File: src/rtl/voting_machine_n_pkg.sv
`default_nettype none
// +------------------------------------------------------------------+
// | voting_pkg                                                       |
// | Controller state type and saturating-increment helper.           |
// | Rev 1.0                                                          |
// +------------------------------------------------------------------+
package voting_pkg;

  typedef enum logic [1:0] {
    IDLE   = 2'd0,
    VOTE   = 2'd1,
    HOLD   = 2'd2,
    FINISH = 2'd3
  } state_t;

  // Increment a counter of the given width (<=32 bits), sticking at all-ones.
  function automatic logic [31:0] sat_inc(input logic [31:0] value, input int unsigned width);
    logic [32:0] w_limit;
    w_limit = (33'd1 << width) - 33'd1;
    if ({1'b0, value} >= w_limit) return value;
    return value + 32'd1;
  endfunction

endpackage
`default_nettype wire

File: src/rtl/voting_machine_n_if.sv
`default_nettype none
// +------------------------------------------------------------------+
// | voting_machine_n_if                                              |
// | Button/result bus of voting_machine_n (VM_AUDIT_EN adds counts). |
// | Rev 1.0                                                          |
// +------------------------------------------------------------------+
interface voting_machine_n_if #(
  parameter int NUM_CAND = 4,
  parameter int CNT_W    = 16
);
  localparam int IDX_W = $clog2(NUM_CAND);

  logic [NUM_CAND-1:0]       i_cand;
  logic                      i_voting_over;
  logic [NUM_CAND*CNT_W-1:0] o_count;
  logic [IDX_W-1:0]          o_winner;
  logic                      o_tie;
  logic                      o_valid;
  logic                      o_vote_ack;
  logic                      o_vote_rej;
  logic                      o_busy;
`ifdef VM_AUDIT_EN
  logic [CNT_W+3:0]          o_total;
  logic [CNT_W-1:0]          o_rejected;
`endif

`ifdef VM_AUDIT_EN
  modport slave  (input  i_cand, i_voting_over,
                  output o_count, o_winner, o_tie, o_valid, o_vote_ack, o_vote_rej, o_busy,
                         o_total, o_rejected);
  modport master (output i_cand, i_voting_over,
                  input  o_count, o_winner, o_tie, o_valid, o_vote_ack, o_vote_rej, o_busy,
                         o_total, o_rejected);
`else
  modport slave  (input  i_cand, i_voting_over,
                  output o_count, o_winner, o_tie, o_valid, o_vote_ack, o_vote_rej, o_busy);
  modport master (output i_cand, i_voting_over,
                  input  o_count, o_winner, o_tie, o_valid, o_vote_ack, o_vote_rej, o_busy);
`endif

endinterface
`default_nettype wire

File: src/rtl/voting_machine_n_argmax.sv
`default_nettype none
// +------------------------------------------------------------------+
// | vm_argmax                                                        |
// | Combinational argmax/tie over a flattened tally bus.             |
// | Rev 1.0                                                          |
// +------------------------------------------------------------------+
module vm_argmax #(
  parameter int NUM_CAND = 4,
  parameter int CNT_W    = 16
) (
  input  wire logic [NUM_CAND*CNT_W-1:0]   i_tally,
  output logic      [$clog2(NUM_CAND)-1:0] o_idx,
  output logic                             o_tie
);
  localparam int IDX_W = $clog2(NUM_CAND);

  logic [CNT_W-1:0] w_max;
  logic [4:0]       w_hits;

  always_comb begin
    w_max  = '0;
    o_idx  = '0;
    w_hits = '0;
    // Strict greater-than keeps the lowest index on equal tallies.
    for (int k = 0; k < NUM_CAND; k++) begin
      if (i_tally[k*CNT_W +: CNT_W] > w_max) begin
        w_max = i_tally[k*CNT_W +: CNT_W];
        o_idx = IDX_W'(k);
      end
    end
    for (int k = 0; k < NUM_CAND; k++) begin
      if (i_tally[k*CNT_W +: CNT_W] == w_max) w_hits = w_hits + 5'd1;
    end
    o_tie = (w_hits > 5'd1);
  end

endmodule
`default_nettype wire

File: src/rtl/voting_machine_n.sv
`default_nettype none
// +------------------------------------------------------------------+
// | voting_machine_n                                                 |
// | N-candidate falling-edge vote counter with lockout and results.  |
// | Optional VM_AUDIT_EN: total/rejected audit counters.             |
// | Rev 1.0                                                          |
// +------------------------------------------------------------------+
module voting_machine_n
  import voting_pkg::*;
#(
  parameter int NUM_CAND    = 4,
  parameter int CNT_W       = 16,
  parameter int HOLD_CYCLES = 15
) (
  input wire logic         clk,
  input wire logic         rst,
  voting_machine_n_if.slave bus
);
  localparam int IDX_W = $clog2(NUM_CAND);
  localparam int HC_W  = $clog2(HOLD_CYCLES + 1);
  localparam logic [HC_W-1:0] c_hold_last = HC_W'(HOLD_CYCLES - 1);

  state_t                    r_state, w_next_state;
  logic [NUM_CAND-1:0]       r_prev, w_fall;
  logic [CNT_W-1:0]          r_tally [NUM_CAND];
  logic [NUM_CAND*CNT_W-1:0] w_tally_flat;
  logic [HC_W-1:0]           r_hold_cnt;
  logic                      w_any_edge, w_one_edge, w_take, w_enter_finish;
  logic [IDX_W-1:0]          w_edge_idx, w_max_idx;
  logic                      w_max_tie;
`ifdef VM_AUDIT_EN
  logic [CNT_W+3:0]          r_total;
  logic [CNT_W-1:0]          r_rejected;
`endif

  assign w_fall         = r_prev & ~bus.i_cand;
  assign w_any_edge     = |w_fall;
  assign w_one_edge     = w_any_edge && ((w_fall & (w_fall - NUM_CAND'(1))) == '0);
  assign w_take         = (r_state == VOTE) && !bus.i_voting_over && w_any_edge;
  assign w_enter_finish = (w_next_state == FINISH) && (r_state != FINISH);

  always_comb begin
    w_edge_idx = '0;
    for (int k = 0; k < NUM_CAND; k++) begin
      if (w_fall[k]) w_edge_idx = IDX_W'(k);
    end
  end

  for (genvar k = 0; k < NUM_CAND; k++) begin : g_pack
    assign w_tally_flat[k*CNT_W +: CNT_W] = r_tally[k];
  end

  always_ff @(posedge clk) begin
    if (rst) begin
      r_state    <= IDLE;
      r_hold_cnt <= '0;
    end else begin
      r_state    <= w_next_state;
      r_hold_cnt <= (r_state == HOLD) ? r_hold_cnt + HC_W'(1) : '0;
    end
  end

  always_comb begin
    w_next_state = r_state;
    case (r_state)
      IDLE:    w_next_state = VOTE;
      VOTE:    if (bus.i_voting_over)            w_next_state = FINISH;
               else if (w_any_edge)              w_next_state = HOLD;
      HOLD:    if (bus.i_voting_over)            w_next_state = FINISH;
               else if (r_hold_cnt == c_hold_last) w_next_state = VOTE;
      FINISH:  if (!bus.i_voting_over)           w_next_state = IDLE;
      default: w_next_state = IDLE;
    endcase
  end

  always_comb begin
    bus.o_busy = (r_state == HOLD);
  end

  // Tallies persist across FINISH/IDLE; only rst clears them.
  always_ff @(posedge clk) begin
    if (rst) begin
      r_prev         <= '0;
      bus.o_vote_ack <= 1'b0;
      bus.o_vote_rej <= 1'b0;
      for (int k = 0; k < NUM_CAND; k++) r_tally[k] <= '0;
`ifdef VM_AUDIT_EN
      r_total        <= '0;
      r_rejected     <= '0;
`endif
    end else begin
      r_prev         <= bus.i_cand;
      bus.o_vote_ack <= w_take && w_one_edge;
      bus.o_vote_rej <= w_take && !w_one_edge;
      if (w_take && w_one_edge) begin
        r_tally[w_edge_idx] <= CNT_W'(sat_inc(32'(r_tally[w_edge_idx]), CNT_W));
`ifdef VM_AUDIT_EN
        r_total <= (CNT_W+4)'(sat_inc(32'(r_total), CNT_W + 4));
`endif
      end
`ifdef VM_AUDIT_EN
      if (w_take && !w_one_edge) r_rejected <= CNT_W'(sat_inc(32'(r_rejected), CNT_W));
`endif
    end
  end

  vm_argmax #(
    .NUM_CAND (NUM_CAND),
    .CNT_W    (CNT_W)
  ) u_argmax (
    .i_tally (bus.o_count),
    .o_idx   (w_max_idx),
    .o_tie   (w_max_tie)
  );

  // Winner is derived from the snapshot one cycle after it is taken.
  always_ff @(posedge clk) begin
    if (rst) begin
      bus.o_count    <= '0;
      bus.o_winner   <= '0;
      bus.o_tie      <= 1'b0;
      bus.o_valid    <= 1'b0;
`ifdef VM_AUDIT_EN
      bus.o_total    <= '0;
      bus.o_rejected <= '0;
`endif
    end else begin
      if (w_enter_finish) begin
        bus.o_count    <= w_tally_flat;
`ifdef VM_AUDIT_EN
        bus.o_total    <= r_total;
        bus.o_rejected <= r_rejected;
`endif
      end
      if (r_state == FINISH) begin
        bus.o_winner <= w_max_idx;
        bus.o_tie    <= w_max_tie;
      end
      bus.o_valid <= (r_state == FINISH) && (w_next_state == FINISH);
    end
  end

endmodule
`default_nettype wire

File: src/flat_wrapper.sv
// flat-port wrapper written by rule: the top's interface ports become plain ports
module voting_machine_n_flat import voting_pkg::*;
#(
  parameter int NUM_CAND    = 4,
  parameter int CNT_W       = 16,
  parameter int HOLD_CYCLES = 15
)
  (clk, rst, bus_i_cand, bus_i_voting_over, bus_o_count, bus_o_winner, bus_o_tie, bus_o_valid, bus_o_vote_ack, bus_o_vote_rej, bus_o_busy);
  voting_machine_n_if #(.NUM_CAND(NUM_CAND), .CNT_W(CNT_W)) bus_i ();
  input wire logic clk;
  input wire logic rst;
  input wire logic [$bits(bus_i.i_cand)-1:0] bus_i_cand;
  input wire logic [$bits(bus_i.i_voting_over)-1:0] bus_i_voting_over;
  output wire logic [$bits(bus_i.o_count)-1:0] bus_o_count;
  output wire logic [$bits(bus_i.o_winner)-1:0] bus_o_winner;
  output wire logic [$bits(bus_i.o_tie)-1:0] bus_o_tie;
  output wire logic [$bits(bus_i.o_valid)-1:0] bus_o_valid;
  output wire logic [$bits(bus_i.o_vote_ack)-1:0] bus_o_vote_ack;
  output wire logic [$bits(bus_i.o_vote_rej)-1:0] bus_o_vote_rej;
  output wire logic [$bits(bus_i.o_busy)-1:0] bus_o_busy;
  assign bus_i.i_cand = bus_i_cand;
  assign bus_i.i_voting_over = bus_i_voting_over;
  assign bus_o_count = bus_i.o_count;
  assign bus_o_winner = bus_i.o_winner;
  assign bus_o_tie = bus_i.o_tie;
  assign bus_o_valid = bus_i.o_valid;
  assign bus_o_vote_ack = bus_i.o_vote_ack;
  assign bus_o_vote_rej = bus_i.o_vote_rej;
  assign bus_o_busy = bus_i.o_busy;
  voting_machine_n #(.NUM_CAND(NUM_CAND), .CNT_W(CNT_W), .HOLD_CYCLES(HOLD_CYCLES)) u_core (.clk(clk), .rst(rst), .bus(bus_i));
endmodule
File: config.mk
export PLATFORM = sky130hd
export DESIGN_NAME = voting_machine_n_flat
export DESIGN_NICKNAME = d
export VERILOG_FILES = /design/src/rtl/voting_machine_n_pkg.sv /design/src/rtl/voting_machine_n_if.sv /design/src/rtl/voting_machine_n_argmax.sv /design/src/rtl/voting_machine_n.sv /design/src/flat_wrapper.sv
export SDC_FILE = /design/constraint.sdc
export NUM_CORES = 1
export LEC_CHECK = 0
export ABC_AREA = 0
export BUFFER_PORTS_ARGS = -buffer_cell sky130_fd_sc_hd__buf_2
export CAP_MARGIN = 10
export CORE_ASPECT_RATIO = 1.2
export CORE_MARGIN = 3
export CORE_UTILIZATION = 50
export DETAILED_ROUTE_END_ITERATION = 7
export PLACE_DENSITY_LB_ADDON = 0.12
export SETUP_SLACK_MARGIN = 0.02
export SLEW_MARGIN = 20
export SYNTH_ARGS = -nofsm -noshare
export SYNTH_HDL_FRONTEND = slang
export SYNTH_HIERARCHICAL = 1
export SYNTH_SLANG_ARGS = --single-unit
export TNS_END_PERCENT = 5
File: constraint.sdc
create_clock -name clk -period 9.7 [get_ports clk]
set_input_delay 0.97 -clock clk [delete_from_list [all_inputs] [get_ports clk]]
set_output_delay 0.97 -clock clk [all_outputs]
set_load 0.05 [all_outputs]
==> run metrics <==
core box area between 15000 and 20000 µm²; Via Count between 8000 and 9000; global-route wire length before repair 49160 µm; Final Hold Viols 0; # port buffers 77; CP Max Fanout 16; DR WL/cell ~21 µm; Mapped Avg Cell Area approximately 8.4 µm²; GR Util met1 0.3998; static leakage approximately 4.4 nW; most frequent CP cell ha_1; Non-Filler Instances 1494; global placer's final weighted congestion around 0.95; clk sinks around 140; switching share of power 0.4195; TritonCTS buffer count 17; DP Cell Count approximately 1500; post-route ant nets 0; clock slew at reported path FFs 0.06 ns; Skew-Pair Late Insertion Delay roughly 0.4 ns; CP max stage delay about 0.8 ns; hold path cells 2; share of layout cells above drive strength 1 0.1892; Synth Warn # 6; M3 GR Usage 0.03537; Distinct cells, synth 83; CP Launch Type flop; Least-Margin Pin Slew ~0.99 ns; HP Start u_core/bus.o_winner[1]; Pwr Density around 260 nW/µm²; clk root buf clkbuf_16; min cycle time layout roughly 9.3 ns; worst min-delay path class flop to flop; status finished, final reports clean; slowest stage cell on the critical path o41ai_4; area of the mapped netlist 9429 µm²; VDD IR-drop max 0.1285 mV; max-slew violations 0; Starting Density 0.5131; P&R area growth vs syn 17.00%; Syn Nets about 1200; # IOs 78; routed wire length between 30000 and 40000 µm; HPWL Detailed about 24000 µm; asr flop ratio synth 0; Clock power frac 0.232; Die Span X approximately 130 µm; critical path endpoint category flop; setup violators final 0; CTS tree done; clock skew between 0.009 and 0.01 ns; Max Cap Violations 0; Remaining Overflow, GRT 0; Max Root-Sink Buffers 2; vias in the first global route 8550; most frequent cells in the layout nand2_1, a21oi_1, nor2_1, dfxtp_1, buf_2; sequential share of power 0.248; post-synth top area share 0.2038; FILL cells 1741; reg2reg path depth 35; GRT Resource Usage Total 0.3083; depth of the CTS H-tree 4; antenna violations before repair 0; Layout Nets about 1300; largest net degree at the start of global routing 66; antenna cells 0; Peak Freq around 110 MHz; critical path class flop to flop; Remaining DRCs 0; Post-CTS Hold Buffers 0; DIE AREA 20550 µm²; reg-to-reg endpoint u_core/bus.o_tie; combinational share of power 0.520; chip height about 160 µm; unrepaired setup endpoints after global routing no; final setup margin 0.4094 ns; CP arrival around 9.6 ns; number of cells produced by synthesis 1126; met2 usage 0.5178; ranking of synthesized cells by area edfxtp_1, dfxtp_1, ha_1; fin area 11030 µm²; Power Total 2.824 mW; internal power approximately 1.6 mW; r2r setup slk 0.41 ns; RR Startpoint u_core/bus.o_count[5]; Post-synth top flop dfxtp_1; EDFF count, synth 64; commonest non-fill, non-tap cell in the layout nand2_1; Yosys reg bits between 100 and 150; pre-CTS WS -0.04033 ns; post-DR vias/cell about 6; P_sw approximately 1.2 mW; GRT Max-Usage Layer met2; Initial DRC Count 805; Rel. slew slack 0.3410; worst path required time between 10 and 15 ns; DP Area between 10000 and 15000 µm²; dominant cell type by area after synthesis edfxtp_1; TritonRoute pass-1 iters 6; Seq/Total Area, Yosys 0.3737; row count 54; period utilization 0.9578; Worst Hold Path EP u_core/bus.o_winner[1]
## logic make-up after synthesis
kind of cell,after synthesis,synth area share
and+or+nand+nor,433,0.2176
AOI/OAI and AO/OA,318,0.2208
DFF,144,0.3737
buffers and inverters,108,0.04949
adders and majority gates,54,0.07166
xor gates and xnor gates,53,0.04923
muxes,16,0.01752
## power groups by stage
stage               clock (mW)  combinational (mW)  sequential [mW]
detailed placement           0                1.40            0.711
floorplan                    0               0.898            0.751
global route             0.692                1.56            0.703
CTS                      0.666                1.42            0.698
global placement             0                1.42            0.710
finish                   0.655                1.47            0.699
## per-stage QoR
step                hold WS, ns  setup TNS, ns  utilization
finish                   0.4492              0       0.6003
global route             0.4671              0       0.6003
CTS                      0.4520              0       0.5980
detailed placement       0.4430       -0.04033       0.5647
global placement         0.4430              0       0.5647
floorplan                0.4297              0            -
## sequential cells by signal (all words and copies together), names as in the netlist
signal,flops
u_core/bus.o_winner,2
u_core/bus.o_vote_rej,1
u_core/bus.o_valid,1
u_core/r_state,2
u_core/bus.o_count,64
u_core/bus.o_vote_ack,1
u_core/bus.o_tie,1
u_core/r_tally,64
u_core/r_prev,4
u_core/r_hold_cnt,4
## final cells by class
class	instances	area (µm²)	share of cell area
Clock buffer	19	432.9	0.03924
Clock inverter	13	163.9	0.01486
Inverter	45	168.9	0.01531
Multi-Input combinational cell	875	5512	0.4996
Sequential cell	144	3523	0.3194
Tap cell	252	315.3	0.02858
Timing Repair Buffer	146	915.9	0.08302
## how the worst max path moves through the flow
stage          slack, ns                   from                to  cells past startpoint
3_5_place_dp       -0.04  u_core/bus.o_count[5]  u_core/bus.o_tie                     35
3_3_place_gp        0.05  u_core/bus.o_count[5]  u_core/bus.o_tie                     35
2_1_floorplan       1.16  u_core/bus.o_count[7]  u_core/bus.o_tie                     39
6_report            0.41  u_core/bus.o_count[5]  u_core/bus.o_tie                     35
5_1_grt             0.03  u_core/bus.o_count[5]  u_core/bus.o_tie                     36
4_1_cts             0.06  u_core/bus.o_count[5]  u_core/bus.o_tie                     36
## Yosys cell counts, drive strengths merged (5+ instances only)
| cell type | count |
|---|---|
| and3 | 5 |
| nor4 | 8 |
| nor3 | 16 |
| nor2 | 118 |
| o31a | 5 |
| mux2i | 15 |
| a2bb2oi | 8 |
| a211oi | 11 |
| and2 | 13 |
| ha | 54 |
| a21boi | 5 |
| nand2b | 12 |
| inv | 45 |
| xor2 | 12 |
| dfxtp | 80 |
| o22ai | 8 |
| or3b | 6 |
| o21ai | 69 |
| o211ai | 7 |
| nand3 | 21 |
| a311oi | 12 |
| nand4 | 20 |
| a31oi | 16 |
| and3b | 11 |
| a21o | 13 |
| o2111ai | 5 |
| buf | 25 |
| a21oi | 128 |
| xnor2 | 41 |
| clkbuf | 38 |
| or2 | 6 |
| nand2 | 172 |
| nor2b | 10 |
| edfxtp | 64 |
## what timing repair did
action | CTS | global route
setup endpoints to repair | 1 | 1
buffers inserted | 0 | 2
endpoints found under the hold margin | 0 | 0
gates cloned | 1 | 0
gates resized for setup | 1 | 6
pin swaps | 1 | 1
## worst max-delay path: cells and delay by family (launching register included)
family	cells	cell delay, ns
adder cells (fa/ha/maj)	5	1.36
flip-flops	1	0.40
buffers and inverters	3	0.45
multiplexers	1	0.31
AND/OR/NAND/NOR	11	2.08
XOR/XNOR	1	0.18
AO/OA/AOI/OAI	14	4.44
## layer usage
layer	vias up	wire length, µm
met4	0	1549
met1	4259	13330
met5	-	0
li1	4245	-
met2	385	15290
met3	82	1937
Note: power is estimated with default switching activity, not from simulation.
